File: config.mk
export PLATFORM = sky130hd
export DESIGN_NAME = paddle_control
export DESIGN_NICKNAME = d
export VERILOG_FILES = /design/src/rtl/pong_pkg.sv /design/src/rtl/button_debounce.sv /design/src/rtl/paddle_control.sv
export SDC_FILE = /design/constraint.sdc
export NUM_CORES = 1
export LEC_CHECK = 0
export CAP_MARGIN = 20
export CORE_MARGIN = 8
export CORE_UTILIZATION = 55
export CTS_CLUSTER_DIAMETER = 100
export DETAILED_ROUTE_END_ITERATION = 10
export GPL_TIMING_DRIVEN = 0
export PLACE_DENSITY = 0.77
export SKIP_LAST_GASP = 1
export SLEW_MARGIN = 5
export SYNTH_ARGS = -nofsm -noshare
export SYNTH_HDL_FRONTEND = slang
export SYNTH_SLANG_ARGS = --single-unit
File: constraint.sdc
create_clock -name clk -period 7 [get_ports clk]
set_input_delay 0.7 -clock clk [delete_from_list [all_inputs] [get_ports clk]]
set_output_delay 0.7 -clock clk [all_outputs]
set_load 0.03 [all_outputs]
File: src/rtl/pong_pkg.sv
// pong_pkg: shared playfield constants, AI state encoding and clamp helper.
package pong_pkg;
  localparam int TOP_BOUNDARY_DEF = 3;
  localparam int BOTTOM_BOUNDARY_DEF = 477;
  localparam int PADDLE_HEIGHT_DEF = 46;
  typedef enum logic [1:0] {
    IDLE   = 2'd0,
    CENTER = 2'd1,
    TRACK  = 2'd2
  } ai_state_t;
  function automatic int y_max_of(input int bottom, input int height);
    return bottom - height;
  endfunction
  function automatic int y_center_of(input int top, input int bottom, input int height);
    return (top + bottom) / 2 - height / 2;
  endfunction
  function automatic logic signed [10:0] clamp(input logic signed [10:0] v,
                                               input logic signed [10:0] lo,
                                               input logic signed [10:0] hi);
    return v < lo ? lo : (v > hi ? hi : v);
  endfunction
endpackage

File: src/rtl/button_debounce.sv
// button_debounce: two-flop synchroniser plus stability counter for an active-low button.
module button_debounce #(
  parameter logic [16:0] DEBOUNCE_COUNT = 17'd92160
) (
  input  logic clk,
  input  logic reset,
  input  logic raw,
  output logic level
);
  logic [1:0] sync;
  logic [16:0] cnt;
  always_ff @(posedge clk or negedge reset) begin
    if (!reset) begin
      sync <= 2'b11;
      cnt <= '0;
      level <= 1'b1;
    end else begin
      sync <= {sync[0], raw};
      if (sync[1] == level) cnt <= '0;
      else if (cnt == DEBOUNCE_COUNT - 17'd1) begin
        level <= sync[1];
        cnt <= '0;
      end else cnt <= cnt + 17'd1;
    end
  end
endmodule

File: src/rtl/paddle_control.sv
// paddle_control: player paddle from debounced buttons, AI paddle from a ball-tracking FSM.
module paddle_control import pong_pkg::*; #(
  parameter int TOP_BOUNDARY = TOP_BOUNDARY_DEF,
  parameter int BOTTOM_BOUNDARY = BOTTOM_BOUNDARY_DEF,
  parameter int PADDLE_HEIGHT = PADDLE_HEIGHT_DEF,
  parameter int BALL_SIZE = 7,
  parameter int PLAYER_SPEED = 4,
  parameter int AI_SPEED = 3,
  parameter int AI_DEADZONE = 4,
  parameter int AI_TRACK_X = 320,
  parameter logic [16:0] DEBOUNCE_COUNT = 17'd92160
) (
  input  logic       clk,
  input  logic       reset,
  input  logic       tick,
  input  logic       button_up_n,
  input  logic       button_down_n,
  input  logic [9:0] ball_x,
  input  logic [9:0] ball_y,
  output logic [9:0] left_paddle_y,
  output logic [9:0] right_paddle_y,
  output logic [1:0] ai_state
);
  localparam logic signed [10:0] Y_MIN = 11'(TOP_BOUNDARY);
  localparam logic signed [10:0] Y_MAX = 11'(y_max_of(BOTTOM_BOUNDARY, PADDLE_HEIGHT));
  localparam logic signed [10:0] Y_CENTER = 11'(y_center_of(TOP_BOUNDARY, BOTTOM_BOUNDARY, PADDLE_HEIGHT));
  localparam logic signed [10:0] P_STEP = 11'(PLAYER_SPEED);
  localparam logic signed [10:0] AI_STEP = 11'(AI_SPEED);
  localparam logic signed [10:0] AI_DZ = 11'(AI_DEADZONE);
  localparam logic signed [10:0] TRACK_OFS = 11'(BALL_SIZE / 2 - PADDLE_HEIGHT / 2);
  ai_state_t state, next_state;
  logic up_lvl, dn_lvl, up, dn;
  logic signed [10:0] ly, ry, l_next, r_next, target, diff, mag, step;
  button_debounce #(.DEBOUNCE_COUNT(DEBOUNCE_COUNT)) u_up (
    .clk(clk), .reset(reset), .raw(button_up_n), .level(up_lvl)
  );
  button_debounce #(.DEBOUNCE_COUNT(DEBOUNCE_COUNT)) u_dn (
    .clk(clk), .reset(reset), .raw(button_down_n), .level(dn_lvl)
  );
  assign up = ~up_lvl;
  assign dn = ~dn_lvl;
  assign ai_state = state;
  always_comb begin
    ly = $signed({1'b0, left_paddle_y});
    ry = $signed({1'b0, right_paddle_y});
    l_next = (up & ~dn) ? clamp(ly - P_STEP, Y_MIN, Y_MAX)
           : (dn & ~up) ? clamp(ly + P_STEP, Y_MIN, Y_MAX) : ly;
    next_state = state == IDLE ? CENTER : (ball_x >= 10'(AI_TRACK_X)) ? TRACK : CENTER;
    // Target follows the state being entered on this tick, not the one being left.
    target = next_state == TRACK ? clamp($signed({1'b0, ball_y}) + TRACK_OFS, Y_MIN, Y_MAX) : Y_CENTER;
    diff = target - ry;
    mag = diff < 0 ? -diff : diff;
    step = mag > AI_STEP ? AI_STEP : mag;
    r_next = (state != IDLE && mag > AI_DZ) ? (diff < 0 ? ry - step : ry + step) : ry;
  end
  always_ff @(posedge clk or negedge reset) begin
    if (!reset) begin
      state <= IDLE;
      left_paddle_y <= 10'(Y_CENTER);
      right_paddle_y <= 10'(Y_CENTER);
    end else if (tick) begin
      state <= next_state;
      left_paddle_y <= 10'(l_next);
      right_paddle_y <= 10'(r_next);
    end
  end
endmodule

==> results summary <==
The multi-input logic area is 3480 um^2. After clock tree synthesis, the clock-pin slew on the worst setup and hold paths is 0.07 ns. The critical path is of the in2reg type.

The post-route fraction of the period consumed by the critical path came out at 0.953. The width of the die is 111 um. STA classifies the critical path startpoint as an input port. The maximum fanout encountered on the critical timing path is 5. The HPWL after detailed placement came out at 8910 um. The detailed-routing iteration count for the pre-antenna-repair pass came out at 5. The starting density of the core came out at 0.556. The endpoint kind of the worst setup timing path is a flop. The delay contributed by the slowest stage of the critical path is 0.42 ns. The number of DRC violations after detailed-routing iteration 0 is 217. The headroom to the max-slew limit is 0.634. The post-synthesis cell type count came out at 73. The number of nets handed over by synthesis was 646. The slew at the pin with the worst max-slew slack is 0.545 ns. In this run the count of I/O pins placed on the die edge is 47.

The via count of the first global-routing pass was 4449. The routed length per placed instance is 15.6 um. The share of async-settable or async-resettable flops after synthesis is 1.00. The initial antenna violation count is 0. The max-capacitance violation count is 0.

The count of standard-cell rows is 35. The total setup violations reported at the end of the flow is 0. The total count of hold-check failures in the final report came out at 0. The worst hold margin came out at 0.335 ns. The maximum clock skew at final layout is 0.0124 ns. The growth of design area from synthesis to finish is 21.4%. The run finished with clean final reports.

The count of warnings emitted by yosys came out at 0. In this run the worst hold path is classified as in2async. The sequential standard cell area is 1570 um^2. The met3 track utilization from global routing is 0.0301. The detail-routed via count per cell came out at 5.95. The share of post-route cells with drive strength above 1 is 0.173. The routability congestion estimate from global placement is 0.884. The TritonCTS buffer count is 9.

After synthesis, the mean cell area works out to 8.51 um^2. The number of antenna repair diodes is 0. For this run, global-route usage on met1 was measured as 0.234.

The number of flip-flops and latches in the synthesized netlist is 62. The synthesized netlist cell count is 589. The maximum number of buffers from clock root to sink came out at 2. For this run, global-route usage on met2 was measured as 0.316. The most critical setup path has its startpoint at ball_y[2]. The global routing stage identified its most utilized layer as met2. The number of fill cells came out at 742.

The required time at the endpoint of the critical path is 7.23 ns. The aggregate negative setup slack came out at 0 ns. The total grt overflow came out at 0. The first global-routing pass estimated 20100 um of wire. For this design the ratio of total power to cell area is 416 nW/um^2. At the later pin of the worst-skew pair, clock insertion delay measures 0.34 ns. In this run the remaining antenna-violating nets after routing total 0. The clock tree from TritonCTS is done. For this run, the leading register cell type out of synthesis is sky130_fd_sc_hd__dfrtp_1.

The count of clock tree sinks is 62. The number of levels the H-tree was split into came out at 3. The core region is 9020 um^2. Setup repair after global routing could not meet its margin everywhere. The minimum clock period after layout is 6.67 ns. Derived from the worst setup path, the maximum achievable clock frequency is 150 MHz. The max-slew violation count came out at 0. The root buffer cell is sky130_fd_sc_hd__clkbuf_8. By instance count, the cell type seen most on the critical path is sky130_fd_sc_hd__o21ai_2.

The count of buffers inserted at the top-level ports is 36. The static leakage power came out at 2.59 nW. VDD sags by at most 0.000456 V. The number of remaining DRC errors is 0.

The worst register-to-register path begins at ai_state[1]$_DFFE_PN0P_. The number of nets in the finished design is 712. Among all stages on the critical path, the largest delay is contributed by sky130_fd_sc_hd__fa_2. The chip height is 111 um. Wires add up to 12000 um. The synthesized area is 5010 um^2. The largest net degree at the start of global routing came out at 40.

The synthesized design contains 0 enable-type register cells. The all-layer global routing usage is 0.190. The share of the Yosys chip area taken by registers is 0.313. The die area is 12400 um^2. The detailed router placed 4589 vias in this run.

The arrival time of data at the critical path endpoint is 6.90 ns.
## per-stage QoR
stage	instances	total power (W)	setup slack, ns	instance area, um^2	util
6_report	771	0.00253	0.331	6090	0.675
5_1_grt	771	0.00274	-0.0367	6090	0.675
4_1_cts	761	0.00239	0.000815	5900	0.654
3_5_place_dp	737	0.00194	-1.59	5530	0.613
3_3_place_gp	736	0.00190	-1.49	5510	0.611
2_1_floorplan	589	0.00162	0.259	5010	-
## cells in the mapped netlist (3+ instances only)
master | n | area [um^2]
sky130_fd_sc_hd__a211o_1 | 3 | 26.3
sky130_fd_sc_hd__a21o_1 | 10 | 75.1
sky130_fd_sc_hd__a21oi_1 | 23 | 115
sky130_fd_sc_hd__a31oi_1 | 10 | 62.6
sky130_fd_sc_hd__a41oi_1 | 3 | 26.3
sky130_fd_sc_hd__and2_1 | 3 | 18.8
sky130_fd_sc_hd__and3_1 | 12 | 75.1
sky130_fd_sc_hd__buf_2 | 4 | 20.0
sky130_fd_sc_hd__clkbuf_1 | 12 | 45.0
sky130_fd_sc_hd__dfrtp_1 | 46 | 1150
sky130_fd_sc_hd__dfstp_2 | 16 | 420
sky130_fd_sc_hd__ha_1 | 30 | 375
sky130_fd_sc_hd__inv_1 | 25 | 93.8
sky130_fd_sc_hd__mux2_2 | 3 | 33.8
sky130_fd_sc_hd__mux2i_1 | 11 | 110
sky130_fd_sc_hd__nand2_1 | 47 | 176
sky130_fd_sc_hd__nand2b_1 | 17 | 106
sky130_fd_sc_hd__nand3_1 | 37 | 185
sky130_fd_sc_hd__nand3b_1 | 3 | 22.5
sky130_fd_sc_hd__nand4_1 | 10 | 62.6
sky130_fd_sc_hd__nor2_1 | 62 | 233
sky130_fd_sc_hd__nor2b_1 | 11 | 68.8
sky130_fd_sc_hd__nor3_1 | 11 | 55.1
sky130_fd_sc_hd__nor4_1 | 5 | 31.3
sky130_fd_sc_hd__o211ai_1 | 6 | 45.0
sky130_fd_sc_hd__o21a_1 | 9 | 67.6
sky130_fd_sc_hd__o21ai_0 | 33 | 165
sky130_fd_sc_hd__o21ai_1 | 5 | 25.0
sky130_fd_sc_hd__o22ai_1 | 4 | 25.0
sky130_fd_sc_hd__o31ai_1 | 6 | 45.0
sky130_fd_sc_hd__or3_1 | 4 | 25.0
sky130_fd_sc_hd__xnor2_1 | 26 | 228
sky130_fd_sc_hd__xor2_1 | 27 | 236
## power by group
group	total [W]	switching [W]	internal, W
Clock	0.000325	0.000131	0.000194
Combinational	0.00175	0.000979	0.000775
Sequential	0.000453	0.0000391	0.000414
## cell type report
class | count | share of cell area
well taps | 111 | 0.0228
clock buffers | 15 | 0.0290
clock inverters | 1 | 0.00493
flip-flops and latches | 62 | 0.258
inverters | 25 | 0.0154
plain buffers | 19 | 0.0142
repair buffers | 55 | 0.0842
multi-input cells | 483 | 0.571
## registers in the layout, summed over array words and instances, names as in the netlist
register        cells
ai_state            2
right_paddle_y     10
u_up.cnt           17
u_dn.cnt           17
u_dn.sync           2
u_dn.level          1
u_up.level          1
u_up.sync           2
left_paddle_y      10
## layer usage
layer | share of wire | wire length (um)
met1 | 0.45 | 5400
met2 | 0.49 | 5850
met3 | 0.037 | 444
met4 | 0.029 | 352
met5 | 0 | 0
## what timing repair did
action | 4_1_cts | 5_1_grt
hold endpoints to repair | 0 | 0
setup buffers | 8 | 10
pin swaps | 14 | 21
gates resized for setup | 28 | 37
hold buffers | 0 | 0
setup endpoints to repair | 8 | 5
## critical path, delay by kind of cell
kind / cells / cell delay (ns)
buffers and inverters: 3 / 0.40
and+or+nand+nor: 8 / 1.39
xor gates and xnor gates: 1 / 0.13
AOI/OAI and AO/OA: 19 / 2.85
adders and majority gates: 5 / 1.40
## path summary, 6_finish.rpt
| check | to | slack [ns] | depth (start not counted) |
|---|---|---|---|
| setup / recovery | right_paddle_y[9]$_DFFE_PN0P_ | 0.33 | 36 |
| hold / removal | u_up.cnt[10]$_DFF_PN0_ | 0.34 | 1 |
| setup reg to reg | right_paddle_y[9]$_DFFE_PN0P_ | 1.23 | 28 |
| hold reg to reg | u_dn.sync[1]$_DFF_PN1_ | 0.35 | 0 |
| max in group asynchronous | left_paddle_y[4]$_DFFE_PN1P_ | 6.00 | 2 |
| min in group clk | u_dn.sync[1]$_DFF_PN1_ | 0.35 | 0 |
## logic make-up after synthesis
group,share of synthesized area
other cells,0.000748
simple gates,0.232
compound gates,0.208
flops,0.313
mux,0.0287
xor+xnor,0.0991
buf+inv,0.0354
fa+ha+maj,0.0828
## placed cells by master, fill, tap and decap left out, types with 5 or more instances in the layout
cell type / instances
sky130_fd_sc_hd__and3_1: 11
sky130_fd_sc_hd__o21ai_2: 5
sky130_fd_sc_hd__nor2_1: 62
sky130_fd_sc_hd__o31ai_1: 6
sky130_fd_sc_hd__o21a_1: 9
sky130_fd_sc_hd__nand2_1: 46
sky130_fd_sc_hd__xnor2_1: 26
sky130_fd_sc_hd__dfstp_2: 16
sky130_fd_sc_hd__nand2b_1: 16
sky130_fd_sc_hd__buf_4: 19
sky130_fd_sc_hd__clkbuf_1: 13
sky130_fd_sc_hd__o211ai_1: 6
sky130_fd_sc_hd__clkdlybuf4s50_1: 29
sky130_fd_sc_hd__a21o_1: 10
sky130_fd_sc_hd__ha_1: 27
sky130_fd_sc_hd__a21oi_1: 22
sky130_fd_sc_hd__buf_2: 5
sky130_fd_sc_hd__clkbuf_8: 12
sky130_fd_sc_hd__nor3_1: 10
sky130_fd_sc_hd__mux2i_1: 10
sky130_fd_sc_hd__nor2b_1: 9
sky130_fd_sc_hd__o21ai_1: 6
sky130_fd_sc_hd__nand3_1: 36
sky130_fd_sc_hd__inv_1: 24
sky130_fd_sc_hd__a31oi_1: 8
sky130_fd_sc_hd__o21ai_0: 26
sky130_fd_sc_hd__nand4_1: 10
sky130_fd_sc_hd__dfrtp_1: 46
sky130_fd_sc_hd__xor2_1: 26
(Power assumes the default switching activity.)
